==> config.mk <==
export PLATFORM = sky130hd
export DESIGN_NAME = operand_fetch
export DESIGN_NICKNAME = d
export VERILOG_FILES = /design/src/rtl/of_pkg.sv /design/src/rtl/operand_fetch_scoreboard.sv /design/src/rtl/operand_fetch.sv
export SDC_FILE = /design/constraint.sdc
export NUM_CORES = 1
export LEC_CHECK = 0
export CAP_MARGIN = 20
export CELL_PAD_IN_SITES_DETAIL_PLACEMENT = 0
export CELL_PAD_IN_SITES_GLOBAL_PLACEMENT = 1
export CORE_MARGIN = 2
export CORE_UTILIZATION = 31
export DETAILED_ROUTE_END_ITERATION = 12
export PLACE_DENSITY = 0.78
export SYNTH_ARGS = -nofsm -noshare
export SYNTH_HDL_FRONTEND = slang
export SYNTH_HIERARCHICAL = 1
export SYNTH_SLANG_ARGS = --single-unit
export TNS_END_PERCENT = 100
==> constraint.sdc <==
create_clock -name clk -period 3.1 [get_ports clk]
set_input_delay 0.62 -clock clk [delete_from_list [all_inputs] [get_ports clk]]
set_output_delay 0.62 -clock clk [all_outputs]
set_load 0.05 [all_outputs]
==> src/rtl/of_pkg.sv <==
// Shared defaults and the issue-slot record for the operand-fetch stage.
package of_pkg;

  localparam int REG_WIDTH_DEF = 32;
  localparam int REG_COUNT_DEF = 16;
  localparam int OP_WIDTH_DEF  = 8;
  localparam int AW_DEF        = $clog2(REG_COUNT_DEF);

  typedef struct packed {
    logic [OP_WIDTH_DEF-1:0]  op;
    logic [REG_WIDTH_DEF-1:0] a;
    logic [REG_WIDTH_DEF-1:0] b;
    logic [AW_DEF-1:0]        rd;
    logic                     rd_we;
  } issue_t;

endpackage

==> src/rtl/operand_fetch_scoreboard.sv <==
// Pending-write tracker: one busy bit per register, set wins over clear,
// with writeback-aware lookups for the three indices of an incoming instruction.
module scoreboard #(
  parameter int  REG_COUNT = 16,
  localparam int AW        = $clog2(REG_COUNT)
) (
  input  logic                 clk,
  input  logic                 rst_n,
  input  logic                 set_en,
  input  logic [AW-1:0]        set_idx,
  input  logic                 clr_en,
  input  logic [AW-1:0]        clr_idx,
  input  logic [AW-1:0]        look_idx0,
  input  logic [AW-1:0]        look_idx1,
  input  logic [AW-1:0]        look_idx2,
  output logic                 ebusy0,
  output logic                 ebusy1,
  output logic                 ebusy2,
  output logic [REG_COUNT-1:0] busy_mask
);

  logic [REG_COUNT-1:0] busy_q, busy_d;

  always_comb begin
    busy_d = busy_q;
    if (clr_en) busy_d[clr_idx] = 1'b0;
    // A new producer issued this cycle outranks the writeback retiring the old one
    if (set_en) busy_d[set_idx] = 1'b1;

    ebusy0 = busy_q[look_idx0] && !(clr_en && (clr_idx == look_idx0));
    ebusy1 = busy_q[look_idx1] && !(clr_en && (clr_idx == look_idx1));
    ebusy2 = busy_q[look_idx2] && !(clr_en && (clr_idx == look_idx2));
  end

  always_ff @(posedge clk or negedge rst_n) begin
    if (!rst_n) busy_q <= '0;
    else        busy_q <= busy_d;
  end

  assign busy_mask = busy_q;

endmodule

==> src/rtl/operand_fetch.sv <==
// Issue/operand-fetch stage: hazard check against pending writes, writeback
// bypass, and a single registered valid/ready slot towards execute.
module operand_fetch
  import of_pkg::*;
#(
  parameter int  REG_WIDTH = REG_WIDTH_DEF,
  parameter int  REG_COUNT = REG_COUNT_DEF,
  parameter int  OP_WIDTH  = OP_WIDTH_DEF,
  localparam int AW        = $clog2(REG_COUNT)
) (
  input  logic                 clk,
  input  logic                 rst_n,
  input  logic                 in_valid,
  output logic                 in_ready,
  input  logic [OP_WIDTH-1:0]  in_op,
  input  logic [AW-1:0]        in_rs1,
  input  logic [AW-1:0]        in_rs2,
  input  logic                 in_uses_rs1,
  input  logic                 in_uses_rs2,
  input  logic [AW-1:0]        in_rd,
  input  logic                 in_rd_we,
  output logic [AW-1:0]        rf_raddr1,
  output logic [AW-1:0]        rf_raddr2,
  input  logic [REG_WIDTH-1:0] rf_rdata1,
  input  logic [REG_WIDTH-1:0] rf_rdata2,
  output logic                 rf_we,
  output logic [AW-1:0]        rf_waddr,
  output logic [REG_WIDTH-1:0] rf_wdata,
  input  logic                 wb_valid,
  input  logic [AW-1:0]        wb_rd,
  input  logic [REG_WIDTH-1:0] wb_data,
  output logic                 out_valid,
  input  logic                 out_ready,
  output logic [OP_WIDTH-1:0]  out_op,
  output logic [REG_WIDTH-1:0] out_a,
  output logic [REG_WIDTH-1:0] out_b,
  output logic [AW-1:0]        out_rd,
  output logic                 out_rd_we,
  output logic [REG_COUNT-1:0] busy_mask,
  output logic [15:0]          stall_cnt
);

  logic        ebusy_rs1, ebusy_rs2, ebusy_rd;
  logic        hazard, issue;
  issue_t      slot_q, slot_d;
  logic        out_valid_q, out_valid_d;
  logic [15:0] stall_cnt_q, stall_cnt_d;

  assign rf_raddr1 = in_rs1;
  assign rf_raddr2 = in_rs2;
  assign rf_we     = wb_valid;
  assign rf_waddr  = wb_rd;
  assign rf_wdata  = wb_data;

  scoreboard #(.REG_COUNT(REG_COUNT)) u_scoreboard (
    .clk       (clk),
    .rst_n     (rst_n),
    .set_en    (issue && in_rd_we),
    .set_idx   (in_rd),
    .clr_en    (wb_valid),
    .clr_idx   (wb_rd),
    .look_idx0 (in_rs1),
    .look_idx1 (in_rs2),
    .look_idx2 (in_rd),
    .ebusy0    (ebusy_rs1),
    .ebusy1    (ebusy_rs2),
    .ebusy2    (ebusy_rd),
    .busy_mask (busy_mask)
  );

  always_comb begin
    // The rd term blocks WAW so writebacks can never retire out of order
    hazard   = (in_uses_rs1 && ebusy_rs1) || (in_uses_rs2 && ebusy_rs2) ||
               (in_rd_we && ebusy_rd);
    in_ready = !hazard && (!out_valid_q || out_ready);
    issue    = in_valid && in_ready;

    slot_d      = slot_q;
    out_valid_d = out_valid_q;
    if (issue) begin
      out_valid_d  = 1'b1;
      slot_d.op    = in_op;
      slot_d.a     = (wb_valid && (wb_rd == in_rs1)) ? wb_data : rf_rdata1;
      slot_d.b     = (wb_valid && (wb_rd == in_rs2)) ? wb_data : rf_rdata2;
      slot_d.rd    = in_rd;
      slot_d.rd_we = in_rd_we;
    end else if (out_ready) begin
      out_valid_d = 1'b0;
    end

    stall_cnt_d = stall_cnt_q;
    if (in_valid && !in_ready && (stall_cnt_q != 16'hFFFF)) begin
      stall_cnt_d = stall_cnt_q + 16'd1;
    end
  end

  always_ff @(posedge clk or negedge rst_n) begin
    if (!rst_n) begin
      slot_q      <= '0;
      out_valid_q <= 1'b0;
      stall_cnt_q <= '0;
    end else begin
      slot_q      <= slot_d;
      out_valid_q <= out_valid_d;
      stall_cnt_q <= stall_cnt_d;
    end
  end

  assign out_valid = out_valid_q;
  assign out_op    = slot_q.op;
  assign out_a     = slot_q.a;
  assign out_b     = slot_q.b;
  assign out_rd    = slot_q.rd;
  assign out_rd_we = slot_q.rd_we;
  assign stall_cnt = stall_cnt_q;

endmodule

==> results of run 1 <==
==> synth_stat cells, drive strengths merged (4+ instances only) <==
cell / count
dfrtp: 110
o21ai: 98
nand3: 74
a31oi: 68
nor2: 66
buf: 60
clkbuf: 36
mux2: 18
xor2: 17
xnor2: 13
mux4: 12
nand2: 12
nand2b: 12
nor3: 10
nand4: 7
mux2i: 6
and3: 4
and4: 4
nand3b: 4
==> cell usage in the layout, fill, tap and decap left out, types with 2 or more instances in the layout <==
| cell | count |
|---|---|
| clkinv_4 | 2 |
| o311ai_0 | 2 |
| and4_1 | 3 |
| and2_1 | 3 |
| nand2b_1 | 12 |
| clkbuf_16 | 9 |
| nand4_1 | 5 |
| nor4_1 | 2 |
| mux4_1 | 10 |
| dfrtp_1 | 110 |
| a31oi_1 | 67 |
| and3_1 | 3 |
| o21ai_0 | 98 |
| nor3_1 | 9 |
| dlymetal6s2s_1 | 2 |
| buf_12 | 9 |
| mux2_2 | 17 |
| mux4_2 | 2 |
| xor2_1 | 17 |
| nand3b_1 | 4 |
| clkdlybuf4s50_1 | 261 |
| nand3_1 | 73 |
| buf_4 | 50 |
| dlygate4sd2_1 | 3 |
| or2_2 | 2 |
| nand4_2 | 2 |
| mux2i_1 | 6 |
| xnor2_1 | 13 |
| clkbuf_2 | 2 |
| nor2_1 | 66 |
| nand2_1 | 12 |
| inv_1 | 2 |
==> metrics by stage <==
step	util	setup TNS, ns
final	0.489	0
after global placement	0.472	-37.73
after CTS	0.489	0
after floorplan	-	0
after detailed placement	0.472	-43.44
after global routing	0.489	0
==> state kept, by name, indices dropped and copies added (netlist names) <==
name,flops
out_op,8
out_rd,4
stall_cnt,16
out_a,32
u_scoreboard/busy_mask,16
out_valid,1
out_rd_we,1
out_b,32
==> power groups by stage <==
stage | sequential (mW) | clock (mW) | combinational (mW)
final | 2.32 | 1.22 | 4.56
after global routing | 2.39 | 1.30 | 4.77
after CTS | 2.32 | 1.26 | 4.58
after detailed placement | 2.35 | 0 | 4.55
after global placement | 2.33 | 0 | 4.53
after floorplan | 4.10 | 0 | 1.05
==> final timing paths <==
path / to / slack [ns] / cells past startpoint
min reg2reg: out_rd[0]$_DFFE_PN0P_ / 0.51 / 1
max reg2reg: out_b[18]$_DFFE_PN0P_ / 0.31 / 10
min: stall_cnt[7]$_DFFE_PN0P_ / 0.30 / 1
max in group asynchronous: out_b[26]$_DFFE_PN0P_ / 2.07 / 2
min in group clk: out_rd[0]$_DFFE_PN0P_ / 0.51 / 1
max: in_ready / 0.05 / 9
==> worst register-to-register path, delay by kind of cell, from the launching register on <==
| family | cells | cell delay, ns |
|---|---|---|
| simple gates | 3 | 0.69 |
| compound gates | 2 | 0.20 |
| buf+inv | 2 | 0.53 |
| mux | 3 | 0.87 |
| flops | 1 | 0.44 |
==> metal layers <==
metal,vias to the layer above,global-route usage
met2,237,0.355
met5,-,0
met4,0,0.0436
li1,2827,-
met3,15,0.0611
met1,2957,0.269
==> cells by family (layout without fill, tap and decap cells) <==
| family | after synthesis | count (layout) |
|---|---|---|
| AO/OA/AOI/OAI | 173 | 173 |
| buffers and inverters | 99 | 348 |
| adder cells (fa/ha/maj) | 1 | 1 |
| multiplexers | 36 | 36 |
| AND/OR/NAND/NOR | 205 | 205 |
| XOR/XNOR | 30 | 30 |
| flip-flops | 110 | 110 |
==> what timing repair did <==
action,CTS,global route
endpoints found under the setup margin,76,36
cloned,0,0
pin swaps,2,1
resized for setup,13,9
hold buffers,0,0
endpoints found under the hold margin,0,0
setup buffers,2,0
==> layout make-up <==
class | count | area, µm²
clock buffers | 10 | 229
fillers | 1883 | 9980
flip-flops and latches | 110 | 2750
well taps | 265 | 332
clock inverters | 6 | 71.3
repair buffers | 329 | 3250
inverters | 3 | 11.3
multi-input cells | 445 | 2900
==> impl_metrics.json, run 1 <==
{
  "ys_top_cells_by_area": "dfrtp_1 (44%), o21ai_0 (7.9%), a31oi_1 (6.9%)",
  "clockPowerShare": 0.151,
  "outcome": "completed",
  "max_freq_ghz": 0.328,
  "worst_pin_slew_ns": 0.739,
  "combinationalPowerShare": 0.563,
  "num_rows": 51,
  "h-tree-depth": 3,
  "syn_area_per_cell_um2": 9.48,
  "grt_pass1_vias": 6118,
  "cts_tree": "done",
  "fin_cells": 1168,
  "post-route-period-util": 0.983,
  "dieArea_um2": 21200,
  "synth_compound_area_frac": 0.158,
  "syn_nets": 783,
  "end_kind": "primary output",
  "async_flop_share": 1.00,
  "period_needed_ns": 3.05,
  "track_usage": 0.210,
  "die-width_um": 145,
  "rsz0062_at_grt": "false",
  "final_cell_area_um2": 9550,
  "die_h_um": 145,
  "io_pins": 284,
  "whs_ns": 0.305,
  "p_int_mw": 4.21,
  "path_clk_slew_ns": 0.08,
  "cts_buffers": 9,
  "clockBufferDepth": 2,
  "synth_xor_area_frac": 0.0424,
  "path_buf_inv": 3,
  "port_buffers": 283,
  "crit_family": "multiplexers",
  "syn_area_um2": 6200,
  "start_util": 0.318,
  "relSlewSlack": 0.507,
  "root_buffer": "clkbuf_16",
  "ys_seq_elements": 110,
  "crit_required_ns": 2.48,
  "peakVddDrop_mv": 0.609,
  "netlist_instances": 654,
  "via_count": 6036,
  "criticalPathCategory": "in -> out",
  "synthSimpleGateAreaFrac": 0.167,
  "slew_viol_final": 0,
  "switching_share": 0.480,
  "placed_cells": 1150,
  "fin_skew_ns": 0.00791,
  "overflow": 0,
  "wl_met2_mm": 10.8,
  "grt_pass1_wl_mm": 35.2,
  "hp-class": "in -> async",
  "reg2reg_from": "u_scoreboard/busy_mask[9]$_DFF_PN0_",
  "drt-total-wl_mm": 22.5,
  "drv_cap": 0,
  "clk_latency_ns": 0.36,
  "synth_top_area_frac": 0.444,
  "drive_gt1_frac": 0.124,
  "critPathMaxFanout": 4,
  "startpoint_type": "input port",
  "yosysWarnings": 6,
  "critPathMaxStageDelay_ns": 0.55,
  "cp-startpoint": "in_rs1[0]",
  "hpwl_mm": 16.2,
  "dr.pass1.iters": 5,
  "total_power_mw": 8.10,
  "route.met3.wl_mm": 1.70,
  "synth_top_family_by_area": "simple AND/OR/NAND/NOR gates",
  "dr.max_layer_used": "met4",
  "placed_area_um2": 9230,
  "core_um2": 19500,
  "place.gp.congestion": 0.834,
  "leakage_nw": 3.72,
  "synthMuxAreaShare": 0.0938,
  "setup_ws_ns": 0.0541,
  "crit_arrival_ns": 2.43,
  "drtAntennaViolNets": 0,
  "grt_max_degree": 53,
  "drcViolationCount": 0,
  "seq_area_frac_synth": 0.444,
  "place_ws_ns": -0.494,
  "insertedDiodeCount": 0,
  "p_per_area_nw_per_um2": 848,
  "pwr-share-seq": 0.286,
  "wl_per_cell_um": 19.3,
  "drt_iter0_drc": 247,
  "synth_ff_type": "dfrtp_1",
  "met1_length_mm": 9.74,
  "viasPerCell": 5.17,
  "grt_antenna_before_repair": 0,
  "synth_fa_ha_area_frac": 0.00202,
  "clock_sinks": 110,
  "report.final.setup_viol": 0,
  "nets": 1027,
  "synth_edf_count": 0,
  "area_growth_pct": 54.0,
  "ys_types": 41,
  "crit_slowest_cell": "mux4_1",
  "finalHoldViolations": 0,
  "crit_chain": "clkdlybuf4s15_2 -> mux4_1 -> mux2i_1 -> mux2_2 -> a31oi_1 -> a22oi_2 -> nand3_2 -> inv_2 -> buf_12",
  "p_switching_mw": 3.89,
  "post-synth-top-area-cell": "dfrtp_1"
}
(Power assumes the default switching activity.)
==> inputs of run 2 (changes only) <==
Settings changed: PLACE_DENSITY 0.78 to 0.93.
==> run 2 against run 1 <==
  * Via count grew 4.1%
  * Maximum frequency grew 1.0%
  * Clock power grew 7%
  * Utilization grew 0.48 points
  * First-iteration DRC count grew 22%
  * Clock-buffer cell count is the same
  * Clock skew grew 0.0015 ns
  * Power grew 2.1%
  * Wire length grew 2.1%
  * Sequential share of layout area shrank 0.28 points
  * Global-route usage grew 0.36 points
  * Die area is the same
==> impl_metrics.json, run 2 (synthesis results as in run 1) <==
{
  "outcome": "completed",
  "dieArea_um2": 21200,
  "drive_gt1_frac": 0.140,
  "track_usage": 0.214,
  "met3_usage": 0.0508,
  "place.gp.congestion": 0.892,
  "critPathMaxStageDelay_ns": 0.53,
  "crit_required_ns": 3.34,
  "core_um2": 19500,
  "place_ws_ns": -0.443,
  "fillers": 1864,
  "io_pins": 284,
  "finalHoldViolations": 0,
  "criticalPathCategory": "in -> reg",
  "dr.pass1.iters": 4,
  "drcViolationCount": 0,
  "hpwl_mm": 17.1,
  "post-route-period-util": 0.972,
  "grt_max_degree": 53,
  "worstRegToRegCells": 13,
  "drv_cap": 0,
  "clk_latency_ns": 0.36,
  "clock_sinks": 110,
  "crit_arrival_ns": 3.26,
  "multiInputGateArea_um2": 2870,
  "reg2reg_from": "u_scoreboard/busy_mask[14]$_DFF_PN0_",
  "wl_per_cell_um": 19.4,
  "seq_area_um2": 2750,
  "h-tree-depth": 3,
  "drt-total-wl_mm": 23.0,
  "leakage_nw": 3.79,
  "path_depth": 14,
  "max_freq_ghz": 0.332,
  "grt_antenna_before_repair": 0,
  "reg2reg_to": "stall_cnt[1]$_DFFE_PN0P_",
  "viasPerCell": 5.31,
  "crit_family": "multiplexers",
  "drt_iter0_drc": 301,
  "nets": 1043,
  "final_cell_area_um2": 9640,
  "report.final.setup_viol": 0,
  "period_needed_ns": 3.01,
  "p_per_area_nw_per_um2": 858,
  "crit_top_cell": "buf_4",
  "setup_ws_ns": 0.0855,
  "whs_ns": 0.299,
  "cts_tree": "done",
  "relSlewSlack": 0.511,
  "overflow": 0,
  "area_growth_pct": 55.5,
  "worst_pin_slew_ns": 0.734,
  "postCtsHoldBufs": 0,
  "crit_chain": "dlygate4sd2_1 -> mux4_2 -> mux2i_1 -> mux2_2 -> a31oi_1 -> a22oi_2 -> nand3_2 -> buf_4 -> buf_4 -> buf_4 -> buf_4 -> buf_4 -> and3_4 -> mux2_4",
  "fin_util": 0.494,
  "peakVddDrop_mv": 0.602,
  "start_util": 0.318,
  "die-width_um": 145,
  "path_clk_slew_ns": 0.08,
  "final_common_cell": "clkdlybuf4s50_1",
  "rsz0062_at_grt": "false",
  "num_rows": 51,
  "r2r_slack_ns": 0.19,
  "setup_tns_ns": 0,
  "path_buf_inv": 6,
  "port_buffers": 283,
  "via_count": 6284,
  "met1_usage": 0.267,
  "cts_buffers": 9,
  "die_h_um": 145,
  "critPathMaxFanout": 4,
  "placed_area_um2": 9290,
  "layout_common_cells": "clkdlybuf4s50_1 (261), dfrtp_1 (110), o21ai_0 (98)",
  "startpoint_type": "input port",
  "crit_slowest_cell": "mux4_2",
  "drtAntennaViolNets": 0,
  "slew_viol_final": 0,
  "end_kind": "flip-flop",
  "hp-class": "in -> async",
  "root_buffer": "clkbuf_16",
  "fin_skew_ns": 0.00944,
  "clockBufferDepth": 2,
  "grt_pass1_wl_mm": 36.1,
  "grt_use_met2": 0.362,
  "insertedDiodeCount": 0,
  "grt.busiest_layer": "met2",
  "grt_pass1_vias": 6283
}
run 2: how the worst max path moves through the flow:
| stage | slack (ns) | to | startpoint |
|---|---|---|---|
| 4_1_cts | 0.007 | in_ready | wb_rd[2] |
| 6_report | 0.09 | stall_cnt[1]$_DFFE_PN0P_ | in_rs1[1] |
| 3_3_place_gp | -0.39 | stall_cnt[11]$_DFFE_PN0P_ | in_rs2[0] |
| 5_1_grt | 0.005 | stall_cnt[1]$_DFFE_PN0P_ | in_rs2[1] |
| 2_1_floorplan | 0.02 | u_scoreboard/busy_mask[12]$_DFF_PN0_ | in_rd[0] |
| 3_5_place_dp | -0.44 | out_b[15]$_DFFE_PN0P_ | in_rd[0] |
run 2: report_power, final:
| part | switching (mW) | total (mW) | internal [mW] |
|---|---|---|---|
| combinational | 2.96 | 4.63 | 1.67 |
| sequential | 0.383 | 2.33 | 1.95 |
| clock | 0.577 | 1.31 | 0.736 |
run 2: routing by layer:
metal  vias to the layer above  wire, µm
li1                       2861         -
met2                       309     11100
met4                         0       600
met3                        44      1740
met1                      3070      9550
met5                         -         0
run 2: metrics by stage:
step           total power [mW]  std cells
6_report                   8.28       1184
3_5_place_dp               6.95       1163
5_1_grt                    8.64       1184
4_1_cts                    8.31       1184
3_3_place_gp               6.88       1163
2_1_floorplan              5.15        654
run 2: what timing repair did:
action,in CTS,in global routing
gates cloned,0,0
endpoints found under the setup margin,70,4
resized for setup,14,10
setup buffers,5,0
endpoints found under the hold margin,0,0
pin swaps,3,2
run 2: area by class of cell:
cell class | instances | share of cell area
repair buffers | 345 | 0.347
multi-input cells | 445 | 0.298
flip-flops and latches | 110 | 0.285
well taps | 265 | 0.0344
clock buffers | 10 | 0.0248
clock inverters | 6 | 0.00960
inverters | 3 | 0.00117
==> inputs of run 3 (changes only) <==
Settings changed: CAP_MARGIN 20 to 10, HOLD_SLACK_MARGIN set to 0.08.
==> results of run 3 <==
No change in the layout: final DEF, timing and power equal those of run 2.
==> patch: new RTL, settings of run 3 <==
Change the package constant `OP_WIDTH_DEF` from 8 to 10.
--- a/src/rtl/of_pkg.sv
+++ b/src/rtl/of_pkg.sv
@@ -5,3 +5,3 @@
   localparam int REG_COUNT_DEF = 16;
-  localparam int OP_WIDTH_DEF  = 8;
+  localparam int OP_WIDTH_DEF  = 10;
   localparam int AW_DEF        = $clog2(REG_COUNT_DEF);
Interface: changed (resized in_op and out_op); port bits go from 284 to 288. No check against the original RTL was run, so the function may have changed too.
==> patch against run 3 <==
Setup slack better by 0.011 ns. Via count down 13%. Power down 1.8%. Largest cell class unchanged. Register-to-register slack better by 0.26 ns. Sequential cell count up 2. Area after synthesis down 1.6%. Global-route usage down 3.0 points. Wire length down 16%. Non-clock buffer count down 18. Clock skew up 0.0058 ns. Design area down 2.4%. Count of clock-buffer cells in the layout down 1. Highest routed layer unchanged.
==> patch: results <==
metrics = {
    "final_layout": {
        "buffers_excl_clock": 327,
        "final.fill_count": 1866,
        "clkCellAreaFrac_pct": 3.18,
        "comb.multi_input.count": 427,
        "sh_seq_area_pct": 29.8,
        "insertedDiodeCount": 1,
        "seq_area_mm2": 0.00281,
        "fin_nets": 1008,
        "fin_cells": 1148,
        "bufAreaShareNonClock_pct": 34.9,
    },
    "grt": {
        "grt_use_total_pct": 18.4,
        "use_met3_pct": 4.47,
        "grt_max_degree": 113,
        "met1_usage_pct": 22.8,
        "grt_pass1_vias": 5520,
        "grt_pass1_wl_um": 29800,
        "use_met2_pct": 31.4,
    },
    "place": {
        "post-dp-hpwl_um": 14300,
        "gp_congestion": 0.821,
        "place_worst_setup_slack_ns": -0.383,
        "io_buffers": 287,
        "placed_area_mm2": 0.00910,
    },
    "yosys": {
        "synthDistinctLibCells": 40,
        "synth_top_cells_by_area": "dfrtp_1 46%, nand2_1 8.2%, a31oi_1 6.9%",
        "netlist.area_leader.share_pct": 45.9,
        "yosys-top-cells-count": "133 x nand2_1, 112 x dfrtp_1, 67 x a31oi_1",
        "synth_fa_ha_area_share_pct": 0.205,
        "syn_area_per_cell_um2": 9.82,
        "synth_compound_area_share_pct": 10.8,
        "synth_mux_area_share_pct": 9.66,
        "syn_nets": 752,
        "synth-xor-area-share_pct": 4.88,
        "yosys_register_bits": 112,
    },
    "pwr": {
        "intPower_mw": 4.26,
        "clk-power_mw": 1.17,
        "vdd_drop_max_mv": 0.611,
    },
    "critical_path": {
        "r2r-start": "u_scoreboard/busy_mask[9]",
        "crit_arrival_ns": 2.38,
        "reg2reg_depth": 10,
    },
    "sta": {
        "relSlewSlack_pct": 53.8,
        "timing.hold.ws_ns": 0.277,
    },
    "detailed_routing": {
        "totalWireLength_um": 19400,
        "drtIter0Drc": 219,
        "wl_met1_um": 7990,
        "routed-wl-met2_um": 9480,
    },
    "outcome": {
        "outcome": "completed",
    },
    "floorplan": {
        "die_area_mm2": 0.0208,
    },
}
patch: cell count changes in the layout (fill, tap and decap cells not counted), moves of 14 or more:
cell / change
mux2_2: -14
nand3_1: -64
o21ai_0: -67
mux2_4: +15
buf_4: -29
nand2_1: +121
patch: worst max-delay path by stage:
stage	cells after the start	endpoint	slack, ns
after CTS	9	in_ready	0.01
after floorplan	11	out_op[0]	-0.08
final	9	in_ready	0.1
after global placement	9	in_ready	-0.35
after global routing	9	in_ready	0.02
after detailed placement	11	u_scoreboard/busy_mask[12]	-0.38
patch: critical path: stages:
cell	delay (ns)
clkdlybuf4s15_2	0.21
mux4_2	0.50
mux2i_1	0.15
mux2_4	0.16
a31oi_1	0.05
a22o_4	0.30
nor3_4	0.14
buf_6	0.13
buf_12	0.12
patch: repair_timing:
action / 4_1_cts / 5_1_grt
setup buffers: 1 / 0
pin swaps: 3 / 3
resized for setup: 23 / 17
setup endpoints to repair: 3 / 1
